<file path="src/rtl/bus_arbiter_8ch.sv">
// Eight-requester arbiter with grant hold, bounded tenure, forced hand-off and a one-cycle idle gap.
// Define ARBITER_RR_EN for round-robin arbitration; default build is fixed priority (highest index wins).
module bus_arbiter_8ch #(
  parameter int MAX_HOLD = 16,
  parameter int CNT_W    = 8
) (
  input  logic       clk,
  input  logic       rst,
  input  logic [7:0] req,
  output logic [7:0] grant,
  output logic [2:0] grant_idx,
  output logic       grant_valid,
  output logic       preempt
);

  typedef enum logic [1:0] {IDLE, GRANT, HANDOFF} state_t;

  state_t           state, state_nxt;
  logic [CNT_W-1:0] hold_cnt, hold_nxt;
  logic [2:0]       last_owner, last_nxt;
  logic [7:0]       grant_nxt;
  logic [2:0]       idx_nxt;
  logic             valid_nxt;
  logic             preempt_nxt;

  logic [7:0]       arb_req;
  logic             arb_found;
  logic [2:0]       arb_idx;
  logic [2:0]       cand;

  localparam logic [CNT_W-1:0] HOLD_MAX = CNT_W'(MAX_HOLD);

  // preempt is only ever high during HANDOFF, and last_owner still names the preempted owner
  always_comb begin
    arb_req   = req;
    arb_found = 1'b0;
    arb_idx   = 3'd0;
    cand      = 3'd0;
    if (state == HANDOFF && preempt)
      arb_req[last_owner] = 1'b0;
`ifdef ARBITER_RR_EN
    for (int k = 7; k >= 0; k--) begin
      cand = last_owner + 3'(k + 1);
      if (arb_req[cand]) begin
        arb_found = 1'b1;
        arb_idx   = cand;
      end
    end
`else
    for (int i = 0; i < 8; i++) begin
      if (arb_req[i]) begin
        arb_found = 1'b1;
        arb_idx   = 3'(i);
      end
    end
`endif
  end

  always_comb begin
    state_nxt   = state;
    hold_nxt    = hold_cnt;
    last_nxt    = last_owner;
    grant_nxt   = grant;
    idx_nxt     = grant_idx;
    valid_nxt   = grant_valid;
    preempt_nxt = 1'b0;
    case (state)
      IDLE, HANDOFF: begin
        if (arb_found) begin
          state_nxt = GRANT;
          hold_nxt  = CNT_W'(1);
          last_nxt  = arb_idx;
          grant_nxt = 8'b1 << arb_idx;
          idx_nxt   = arb_idx;
          valid_nxt = 1'b1;
        end else begin
          state_nxt = IDLE;
          hold_nxt  = '0;
          grant_nxt = 8'h00;
          idx_nxt   = 3'd0;
          valid_nxt = 1'b0;
        end
      end
      GRANT: begin
        // an owner dropping its request wins over a simultaneous hold-limit hit
        if (!req[grant_idx] || (hold_cnt == HOLD_MAX && (req & ~grant) != 8'h00)) begin
          state_nxt   = HANDOFF;
          preempt_nxt = req[grant_idx];
          hold_nxt    = '0;
          grant_nxt   = 8'h00;
          idx_nxt     = 3'd0;
          valid_nxt   = 1'b0;
        end else if (hold_cnt != HOLD_MAX) begin
          hold_nxt = hold_cnt + CNT_W'(1);
        end
      end
      default: begin
        state_nxt = IDLE;
        hold_nxt  = '0;
        grant_nxt = 8'h00;
        idx_nxt   = 3'd0;
        valid_nxt = 1'b0;
      end
    endcase
  end

  always_ff @(posedge clk or posedge rst) begin
    if (rst) begin
      state       <= IDLE;
      hold_cnt    <= '0;
      last_owner  <= 3'd7;
      grant       <= 8'h00;
      grant_idx   <= 3'd0;
      grant_valid <= 1'b0;
      preempt     <= 1'b0;
    end else begin
      state       <= state_nxt;
      hold_cnt    <= hold_nxt;
      last_owner  <= last_nxt;
      grant       <= grant_nxt;
      grant_idx   <= idx_nxt;
      grant_valid <= valid_nxt;
      preempt     <= preempt_nxt;
    end
  end

endmodule

</file>
<file path="config.mk">
export PLATFORM = sky130hd
export DESIGN_NAME = bus_arbiter_8ch
export DESIGN_NICKNAME = d
export VERILOG_FILES = /design/src/rtl/bus_arbiter_8ch.sv
export SDC_FILE = /design/constraint.sdc
export NUM_CORES = 1
export LEC_CHECK = 0
export ABC_AREA = 1
export BUFFER_PORTS_ARGS = -buffer_cell sky130_fd_sc_hd__buf_4
export CAP_MARGIN = 40
export CELL_PAD_IN_SITES_DETAIL_PLACEMENT = 2
export CELL_PAD_IN_SITES_GLOBAL_PLACEMENT = 2
export CORE_UTILIZATION = 32
export DETAILED_ROUTE_END_ITERATION = 10
export PLACE_DENSITY = 0.89
export SETUP_SLACK_MARGIN = 0.2
export SYNTH_ARGS = -nofsm -noshare
export SYNTH_HDL_FRONTEND = slang
export SYNTH_SLANG_ARGS = --single-unit
</file>
<file path="constraint.sdc">
create_clock -name clk -period 1.95 [get_ports clk]
set_input_delay 0.0975 -clock clk [delete_from_list [all_inputs] [get_ports clk]]
set_output_delay 0.0975 -clock clk [all_outputs]
set_load 0.01 [all_outputs]
</file>
==> run summary <==
status: finished, violations left
violated checks: design-rule violations
Synth area leaders: dfrtp_1 38%, nand2_1 13%, inv_1 6.4%
critical path depth: 11
worst hold path endpoint: grant[6]
Top-Level Pins: 23
Ys Warns: 0
RSZ-0062 raised after global routing: true
dpl cells: 278
Worst Tran Pin Value: 0.7512 ns
CTS tree: built
Die Y: 71.15 um
Synth top area share: 37.61%
Post-Layout Cell Count: 289
Vias/cell: 5.187
fmax: 554.5 MHz
Min Clock Period, post-route: 1.803 ns
crit share post-route: 92.48%
final hold vios: 0
Arrival @ worst endpoint: 1.99 ns
Max-cap violations: 0
gr ovfl total: 0
synthesis-to-finish area growth: 29.76%
Die Area: 5062 um^2
Max clock buf depth: 2
relative slew slack: 49.86%
Initial Util: 34.20%
Cell Chain, Critical Path: inv_2 > nor2_1 > nand2_1 > nand2_2 > nand2_4 > nor2_4 > nand2_2 > nand2_4 > nand2_2 > nand3_2 > nand2_1
Critical Path Source Type: flip-flop
syn_nets: 213
crit-path max cell delay: 0.58 ns
Largest delay share family, worst path: simple AND/OR/NAND/NOR gates
Clock Pin Slew Worst Setup and Hold Paths: 0.09 ns
worst r2r src: last_owner[0]
R2R cell count: 11
WL final: 5752 um
R2R setup slack: 0.15 ns
Worst setup EP type: flip-flop
share of cells above drive strength 1: 34.18%
Skew-Pair Late Insertion Delay: 0.29 ns
htree depth: 1
DP Wirelength: 3730 um
vias in the first global route: 1609
first-pass GRT wire length: 8376 um
critical path type: reg2reg
Max VDD drop: 0.7085 mV
syn_area_per_cell: 7.613 um^2
Post-Syn Area: 1530 um^2
largest net degree at the start of global routing: 20
post-synthesis cell count: 201
Final GP Congestion: 0.7967
total track usage: 22.13%
number of register bits inferred by synthesis: 26
power per cell area: 1223 nW/um^2
# diodes: 0
Slew Limit Fails: 0
First DRT Iteration DRCs: 79
Seq/Total Area, Yosys: 42.76%
Core Region: 4474 um^2
Die X: 71.15 um
CP Data Required Time: 2.14 ns
Worst Hold Class: in2reg
drt first pass iters: 10
Buf/Inv on CP: 1
PortBufs: 22
Final setup violation count: 0
setup_tns: 0 ns
slowest CP cell: dfstp_2
vias: 1499
cts bufs inserted: 3
Clock Sinks: 26
skew final: 0.001762 ns
WL per Instance: 19.90 um
Worst R2R End: hold_cnt[0]
worst-path fanout max: 5
hold path start: req[6]
initial antenna violation count: 0
Synth cell types: 29
P_leak: 0.9403 nW
antenna viol nets, final: 0
Critical Path Most Common Cell: nand2_2
dominant cell type by area after synthesis: dfrtp_1
fin nets: 250
Hold Path Stages: 5
Remaining DRCs: 2
Std-Cell Rows: 24
Root Buffer: clkbuf_8
state kept, by name, indices dropped and copies added (netlist names):
| register | flops |
|---|---|
| grant | 8 |
| grant_idx | 3 |
| grant_valid | 1 |
| hold_cnt | 8 |
| last_owner | 3 |
| preempt | 1 |
| state | 2 |
metal layers:
metal,part of all wire [%],global-route usage [%]
met3,3.0,2.991
met5,0,0
met2,51,36.93
met4,2.6,9.778
met1,43,28.60
Yosys cell counts:
cell type,count
a21oi_1,5
nand3_4,1
nor3_1,2
nand3_1,14
nor2_2,2
nand2_4,1
nor2_1,25
dfstp_2,3
o21ai_1,6
o21ai_4,1
o22ai_1,4
buf_4,1
nand3_2,2
inv_4,1
inv_2,3
nor2_4,1
o21ai_0,7
ha_1,2
inv_1,26
nand4_1,2
nand2_2,4
xnor2_1,1
nor3b_1,2
xor2_1,3
o21bai_4,1
nand2_1,53
o21ai_2,4
dfrtp_1,23
nor3_2,1
cell families after synthesis:
| logic type | Yosys count | share of synthesized area [%] |
|---|---|---|
| AOI/OAI and AO/OA | 28 | 12.10 |
| adders and majority gates | 2 | 1.635 |
| buffers and inverters | 31 | 8.013 |
| xor gates and xnor gates | 4 | 2.290 |
| and+or+nand+nor | 110 | 33.20 |
| DFF | 26 | 42.76 |
what timing repair did:
action	4_1_cts	5_1_grt
endpoints found under the setup margin	9	19
cloned	0	1
hold buffers	1	0
setup buffers	2	3
endpoints found under the hold margin	14	0
pin swaps	3	6
resized for setup	7	22
cell type report:
cell class / count / area (um^2)
Clock buffer: 4 / 55.05
Fill cell: 501 / 2489
Inverter: 30 / 117.6
Multi-Input combinational cell: 145 / 842.1
Sequential cell: 26 / 659.4
Tap cell: 52 / 65.06
Timing Repair Buffer: 32 / 246.5
worst min-delay path, cell delays in order:
cell and delay, ns:
buf_4 0.10, nand2_2 0.08, nand2_2 0.10, nand4_1 0.08
nand2_1 0.07
how the worst max path moves through the flow:
stage	start	end	slack, ns
6_report	last_owner[0]	hold_cnt[0]	0.15
4_1_cts	last_owner[2]	hold_cnt[0]	0.19
3_3_place_gp	grant_idx[0]	hold_cnt[0]	0.26
5_1_grt	state[0]	hold_cnt[0]	0.06
2_1_floorplan	last_owner[1]	hold_cnt[0]	0.46
3_5_place_dp	grant_idx[0]	hold_cnt[0]	0.20
cell usage in the layout (no fill, tap or decap), types with 3 or more instances in the layout:
| cell | synthesis | layout |
|---|---|---|
| dfrtp_1 | 23 | 19 |
| nand2_2 | 4 | 8 |
| nand3_1 | 14 | 13 |
| inv_1 | 26 | 22 |
| o22ai_1 | 4 | 4 |
| o21ai_2 | 4 | 6 |
| buf_4 | 1 | 30 |
| nand2_1 | 53 | 46 |
| clkbuf_8 | 0 | 4 |
| xor2_1 | 3 | 3 |
| o21ai_0 | 7 | 7 |
| dfstp_2 | 3 | 3 |
| nand3_4 | 1 | 3 |
| o21ai_1 | 6 | 3 |
| a21oi_1 | 5 | 5 |
| inv_2 | 3 | 6 |
| nand2_4 | 1 | 4 |
| dfrtp_2 | 0 | 4 |
| nor2_1 | 25 | 24 |
power breakdown:
group	switching (mW)	internal, mW
clock	0.187	0.182
combinational	0.764	0.403
sequential	0.186	0.707
total	1.14	1.29
per-stage QoR:
stage	power [mW]	setup slack (ns)	instance area (um^2)	hold WS (ns)	utilization [%]
after floorplan	1.438	0.4585	1530	0.1353	-
after global placement	1.759	0.2586	1783	0.2693	39.85
after detailed placement	1.806	0.2038	1783	0.2709	39.85
after CTS	2.232	0.1861	1877	0.2653	41.95
after global routing	2.566	0.06135	1986	0.2866	44.38
final	2.429	0.1467	1986	0.2827	44.38
Note: power is estimated with default switching activity, not from simulation.
